===== src/rtl/ysyx_22051013_hazard_ctrl.sv =====
// Pipeline hazard controller: a shift scoreboard of in-flight destinations that
// selects regfile/forwarding per source operand, stalls on load-use, and counts stalls.
module ysyx_22051013_hazard_ctrl #(
    parameter  int ADDR_W = 5,
    parameter  int DEPTH  = 3,
    parameter  int CNT_W  = 32,
    localparam int FWD_W  = $clog2(DEPTH + 1)
) (
    input  logic              clk,
    input  logic              rst,
    input  logic              id_valid_i,
    output logic              id_ready_o,
    output logic              id_kill_o,
    input  logic [ADDR_W-1:0] rs1_addr_i,
    input  logic [ADDR_W-1:0] rs2_addr_i,
    input  logic              rs1_ena_i,
    input  logic              rs2_ena_i,
    input  logic [ADDR_W-1:0] rd_addr_i,
    input  logic              rd_ena_i,
    input  logic              is_load_i,
    input  logic              ex_busy_i,
    input  logic              flush_i,
    output logic [FWD_W-1:0]  fwd1_sel_o,
    output logic [FWD_W-1:0]  fwd2_sel_o,
    output logic [CNT_W-1:0]  stall_cnt_o
);

    typedef struct packed {
        logic              v;
        logic [ADDR_W-1:0] rd;
        logic              ld;
    } slot_t;

    slot_t             slot_q [DEPTH];
    slot_t             slot0_d;
    logic [CNT_W-1:0]  stall_cnt_q;
    logic [FWD_W-1:0]  sel1_raw, sel2_raw;
    logic              load_use1, load_use2;
    logic              fire;

    // Scans oldest to youngest so the youngest match (lowest slot) overwrites.
    // Result is {load_use, sel}.
    function automatic logic [FWD_W:0] resolve(
        input logic              ena,
        input logic [ADDR_W-1:0] addr,
        input slot_t             slots [DEPTH]
    );
        logic [FWD_W-1:0] sel;
        logic             lu;
        sel = '0;
        lu  = 1'b0;
        for (int k = DEPTH - 1; k >= 0; k--) begin
            if (ena && (addr != '0) && slots[k].v && (slots[k].rd == addr)) begin
                sel = FWD_W'(k + 1);
                lu  = (k == 0) && slots[k].ld;
            end
        end
        return {lu, sel};
    endfunction

    // NOTE: every always_comb output gets a default first so no path infers a latch.
    always_comb begin
        {load_use1, sel1_raw} = resolve(rs1_ena_i, rs1_addr_i, slot_q);
        {load_use2, sel2_raw} = resolve(rs2_ena_i, rs2_addr_i, slot_q);
    end

    assign id_ready_o = ~rst & ~ex_busy_i & ~flush_i & ~load_use1 & ~load_use2;
    assign id_kill_o  = flush_i;
    assign fire       = id_valid_i & id_ready_o;
    assign fwd1_sel_o = (rst || load_use1) ? '0 : sel1_raw;
    assign fwd2_sel_o = (rst || load_use2) ? '0 : sel2_raw;

    // fire already excludes flush, so a killed instruction enters as a bubble.
    always_comb begin
        slot0_d = '0;
        if (fire) begin
            slot0_d.v  = rd_ena_i & (rd_addr_i != '0);
            slot0_d.rd = rd_addr_i;
            slot0_d.ld = is_load_i;
        end
    end

    // NOTE: the scoreboard is a handful of flops, so it is cleared by the async
    // reset like any other control state; no stale entry may survive reset.
    // NOTE: sequential state uses non-blocking assignments so the shift reads
    // the pre-edge value of each slot.
    always_ff @(posedge clk or posedge rst) begin
        if (rst) begin
            for (int k = 0; k < DEPTH; k++) begin
                slot_q[k] <= '0;
            end
        end else if (!ex_busy_i) begin
            for (int k = DEPTH - 1; k > 0; k--) begin
                slot_q[k] <= slot_q[k-1];
            end
            slot_q[0] <= slot0_d;
        end
    end

    always_ff @(posedge clk or posedge rst) begin
        if (rst) begin
            stall_cnt_q <= '0;
        end else if (id_valid_i && !id_ready_o && !flush_i && (stall_cnt_q != '1)) begin
            stall_cnt_q <= stall_cnt_q + CNT_W'(1);
        end
    end

    assign stall_cnt_o = stall_cnt_q;

endmodule


===== config.mk =====
export PLATFORM = sky130hd
export DESIGN_NAME = ysyx_22051013_hazard_ctrl
export DESIGN_NICKNAME = d
export VERILOG_FILES = /design/src/rtl/ysyx_22051013_hazard_ctrl.sv
export SDC_FILE = /design/constraint.sdc
export NUM_CORES = 1
export LEC_CHECK = 0
export BUFFER_PORTS_ARGS = -buffer_cell sky130_fd_sc_hd__buf_4
export CORE_UTILIZATION = 35
export DETAILED_ROUTE_END_ITERATION = 8
export HOLD_SLACK_MARGIN = 0.08
export PLACE_DENSITY_LB_ADDON = 0.25
export RECOVER_POWER = 25
export SYNTH_ARGS = -nofsm -noshare
export SYNTH_HDL_FRONTEND = slang
export SYNTH_SLANG_ARGS = --single-unit

===== constraint.sdc =====
create_clock -name clk -period 3 [get_ports clk]
set_clock_uncertainty 0.2 [all_clocks]
set_input_delay 0.6 -clock clk [delete_from_list [all_inputs] [get_ports clk]]
set_output_delay 0.6 -clock clk [all_outputs]
set_load 0.02 [all_outputs]

# ---- Word level (Yosys, flattened, before mapping)
# Cells that the tools add are included.
dict set report classes {
  addsub 1
  n_bitwise 11
  eq_ne 7
  reduce_logical 24
  mux 11
}
# op n
set op_table {}
lappend op_table {{$add A32 B1 Y32 const B} 1}
lappend op_table {{$ne A32 B32 Y1 const B} 1}
lappend op_table {{$eq A5 B5 Y1} 6}
lappend op_table {{$logic_and A1 B1 Y1} 17}
lappend op_table {{$mux W2} 8}
lappend op_table {{$reduce_bool A5 Y1} 3}
lappend op_table {{$mux W7} 1}
lappend op_table {{$and A1 B1 Y1} 6}
lappend op_table {{$not A1 Y1} 5}
lappend op_table {{$logic_not A1 Y1} 2}
lappend op_table {{$logic_or A1 B1 Y1} 2}
lappend op_table {{$mux W1} 2}
dict set report word_totals {
  out_inout_bits 38
  regBits 51
  in_bits 24
}

# ---- Depth between registers and ports, before layout
dict set report depth {
  word_depth 12
  depth_mapped 8
}

# ---- Worst setup path after synthesis
# OpenSTA, ideal clock, no wires.
dict set report synth_timing {
  kind {input to output}
  from {in rst}
  to {out fwd1_sel_o[1]}
  arrival_time_ns 2.088
  path_slack_ns 0.112
  n_path_buf 0
  stages 2
  cell_sequence {inv_1 o211a_1}
}
dict set report synth_via {
  elab_chain_len 2
}
# item line
set synth_rtl {}
lappend synth_rtl {{start, declared} 10} ;# input logic rst,
lappend synth_rtl {{$logic_or A1 B1 Y1} 70} ;# assign fwd1_sel_o = (rst || load_use1) ? '0 : sel1_raw;
lappend synth_rtl {{$mux W2} 70}
lappend synth_rtl {{end, declared} 23} ;# output logic [FWD_W-1:0] fwd1_sel_o,
# No other way between the ends.

# ---- Final worst setup path
dict set report layout_timing {
  from {in rs1_addr_i[1]}
  to {out id_ready_o}
}
dict set report layout_via {
  elab_chain_len 8
  elab_cells_between_ends 9
}
# item line
set layout_rtl {}
lappend layout_rtl {{start, declared} 14} ;# input logic [ADDR_W-1:0] rs1_addr_i,
lappend layout_rtl {{$reduce_bool A5 Y1} 53} ;# if (ena && (addr != '0) && slots[k].v && (slots[k].rd == addr)) begin
lappend layout_rtl {{$logic_and A1 B1 Y1 (2 in series)} 53}
lappend layout_rtl {{$logic_and A1 B1 Y1 *} 53}
lappend layout_rtl {{$mux W1 *} 53}
lappend layout_rtl {{$not A1 Y1 *} 67} ;# assign id_ready_o = ~rst & ~ex_busy_i & ~flush_i & ~load_use1 & ~load_use2;
lappend layout_rtl {{$and A1 B1 Y1 * (2 in series)} 67}
lappend layout_rtl {{end, declared} 12} ;# output logic id_ready_o,
# Every way passes the cells marked *; elsewhere a longest branch is shown, timed or not.

==> run metrics <==
starting density of the core=0.366; Synthesis Warnings=0; Setup crit end kind=primary output; Yosys top cell area share=0.446; max cap viols=0; Area contributors post-synth=dfrtp_1, xnor2_1, nand3_1; Clock Power Share=0.294; Comb power frac=0.181; CP arrival=2.08 ns; P_int=1.06 mW; Slew HR=0.658; Die H=92.4 um; CTS root buf=clkbuf_8; area leader, netlist=dfrtp_1; RSZ-0062 raised after global routing=false; grt ovf=0; worst-path fanout max=5; commonest non-fill, non-tap cell in the layout=buf_4; Bufs on Longest Clock Path=2; Post-Synthesis Cell Area=0.00286 sq mm; final net count=373; Post-Route WL=6670 um; H-tree Lvls=2; Cell variety after synth=39; Final Util=0.462; cell area power density=411 mW/mm^2; TritonCTS clock tree=yes; run status=complete, no violations; Final Max Tran Viols=0; RePlAce Congestion=0.783; static leakage=1.66 nW; Core Area=0.00781 sq mm; HP Class=flop to flop; # fillers=762; CTS Sinks=51; f_max=347 MHz; total nets after synthesis=297; first-pass GRT wire length=11400 um; layout cells sized above 1=0.266; number of inserted diodes=0; Final TNS setup=0 ns; Worst EP required=around 2.2 ns; Net Sw Frac=0.284; Worst Tran Pin Value=0.513 ns; initial antenna violation count=0; DR vias=2277; Initial DRC Count=~110; synthesis-stage register bit count=51; Layout area overhead=26.0%; routed len/inst=14.8 um; sw power=0.421 mW; gr usage total=0.167; vias in the first global route=2228; DR pass1 iterations=5; Rows=32; die width=between 90 and 100 um; Seq pwr share=0.525; drt drc=0; antenna viol nets, final=0; most frequent cells in the layout=buf_4, dfrtp_1, xnor2_1; sequential cell area fraction in the yosys report=0.446; die area=roughly 0.0085 sq mm; maximum VDD drop=0.304 mV; vias per inst=5.05; Port Buffers=slightly above 60; min Tclk post-route=a little under 3 ns; I/O pin cnt=62; Critical Path Start Type=primary input; clock slew at the register clock pins of the worst setup and hold paths=0.10 ns; Crit Path Class=primary input to primary output; Post-Syn Instances=272; Skew-Pair Late Insertion Delay=about 0.3 ns; fin crit share=0.960; # setup viols final=0; total CTS buffers=5; DPL Wire Length=4950 um; Fin. Hold Viols=0; largest net degree at the start of global routing=slightly above 40; post-synthesis average cell area=10.5 sq um
cell usage after synthesis (all sizes together):
cell	count
o21ai	2
dfrtp	51
o211a	2
mux2	14
a32o	1
a2111oi	2
and4b	1
ha	1
nand4	11
buf	4
nand2	15
nor4	6
nor3b	1
xnor2	44
nand3b	3
a21oi	3
or3	2
and3	9
or2	2
nor2	14
nand4b	5
and2	2
nand2b	1
inv	5
a22o	6
o211ai	2
nand3	28
xor2	16
nor3	9
clkbuf	5
or4	2
o21a	1
and4	2
stage by stage:
stage	area, sq um	setup slack (ns)	std cells	hold WS (ns)	power [mW]
after CTS	3630	0.114	449	0.306	1.51
after global routing	3600	0.00649	451	0.307	1.56
after detailed placement	3520	0.117	440	0.292	1.07
after floorplan	2860	0.112	272	0.302	0.940
final	3600	0.120	451	0.296	1.48
after global placement	3520	0.126	440	0.280	1.07
state kept, by name, summed over array words and instances, names as in the netlist:
name / count
slot_q: 19
stall_cnt_o: 32
area by class of cell:
cell class / count / area [sq um] / area share
timing repair buffer: 78 / 556 / 0.154
inverter: 5 / 18.8 / 0.00521
tap: 102 / 128 / 0.0354
clock buffer: 8 / 100 / 0.0278
multi-input combinational: 207 / 1520 / 0.423
sequential: 51 / 1280 / 0.355
worst paths after layout:
kind | endpoint | from | cells after the start | slack, ns
min reg2reg | stall_cnt_o[29]$_DFFE_PP0P_ | stall_cnt_o[29]$_DFFE_PP0P_ | 1 | 0.30
max reg2reg | stall_cnt_o[1]$_DFFE_PP0P_ | stall_cnt_o[0]$_DFFE_PP0P_ | 8 | 0.56
max | id_ready_o | rs1_addr_i[1] | 8 | 0.12
min | stall_cnt_o[29]$_DFFE_PP0P_ | stall_cnt_o[29]$_DFFE_PP0P_ | 1 | 0.30
max in group asynchronous | slot_q[17]$_DFFE_PP0N_ | rst | 4 | 1.09
min in group asynchronous | stall_cnt_o[29]$_DFFE_PP0P_ | rst | 3 | 0.65
power by group through the flow:
stage	combinational (mW)	sequential (mW)	clock, mW
3_5_place_dp	0.276	0.792	0
4_1_cts	0.278	0.779	0.456
5_1_grt	0.294	0.789	0.483
2_1_floorplan	0.119	0.820	0
6_report	0.268	0.778	0.436
3_3_place_gp	0.274	0.791	0
worst max-delay path, cell delays in order:
cell and delay [ns]:
buf_4 0.13, or4_1 0.54, o21ai_2 0.16, nand4b_4 0.17, buf_4 0.13, nand2_4 0.05
a21oi_1 0.14, buf_4 0.16
logic make-up (layout without fill, tap and decap cells):
group | after synthesis | after routing | synth area share
AOI/OAI and AO/OA | 19 | 19 | 0.0608
xor gates and xnor gates | 60 | 60 | 0.184
adders and majority gates | 1 | 1 | 0.00437
buffers and inverters | 14 | 91 | 0.0210
DFF | 51 | 51 | 0.446
muxes | 14 | 14 | 0.0551
and+or+nand+nor | 113 | 113 | 0.229
repair_timing:
item,in CTS,in global routing
endpoints found under the setup margin,0,1
hold buffers,1,0
resized for setup,0,1
hold endpoints to repair,11,0
buffers inserted,0,2
metal layers:
layer / up-vias / routed length [um] / track usage
li1: 1119 / - / -
met1: 1103 / 3290 / 0.241
met2: 50 / 3070 / 0.254
met3: 5 / 257 / 0.0320
met4: 0 / 52 / 0.0469
met5: - / 0 / 0
Power figures use the tool's default switching activity.
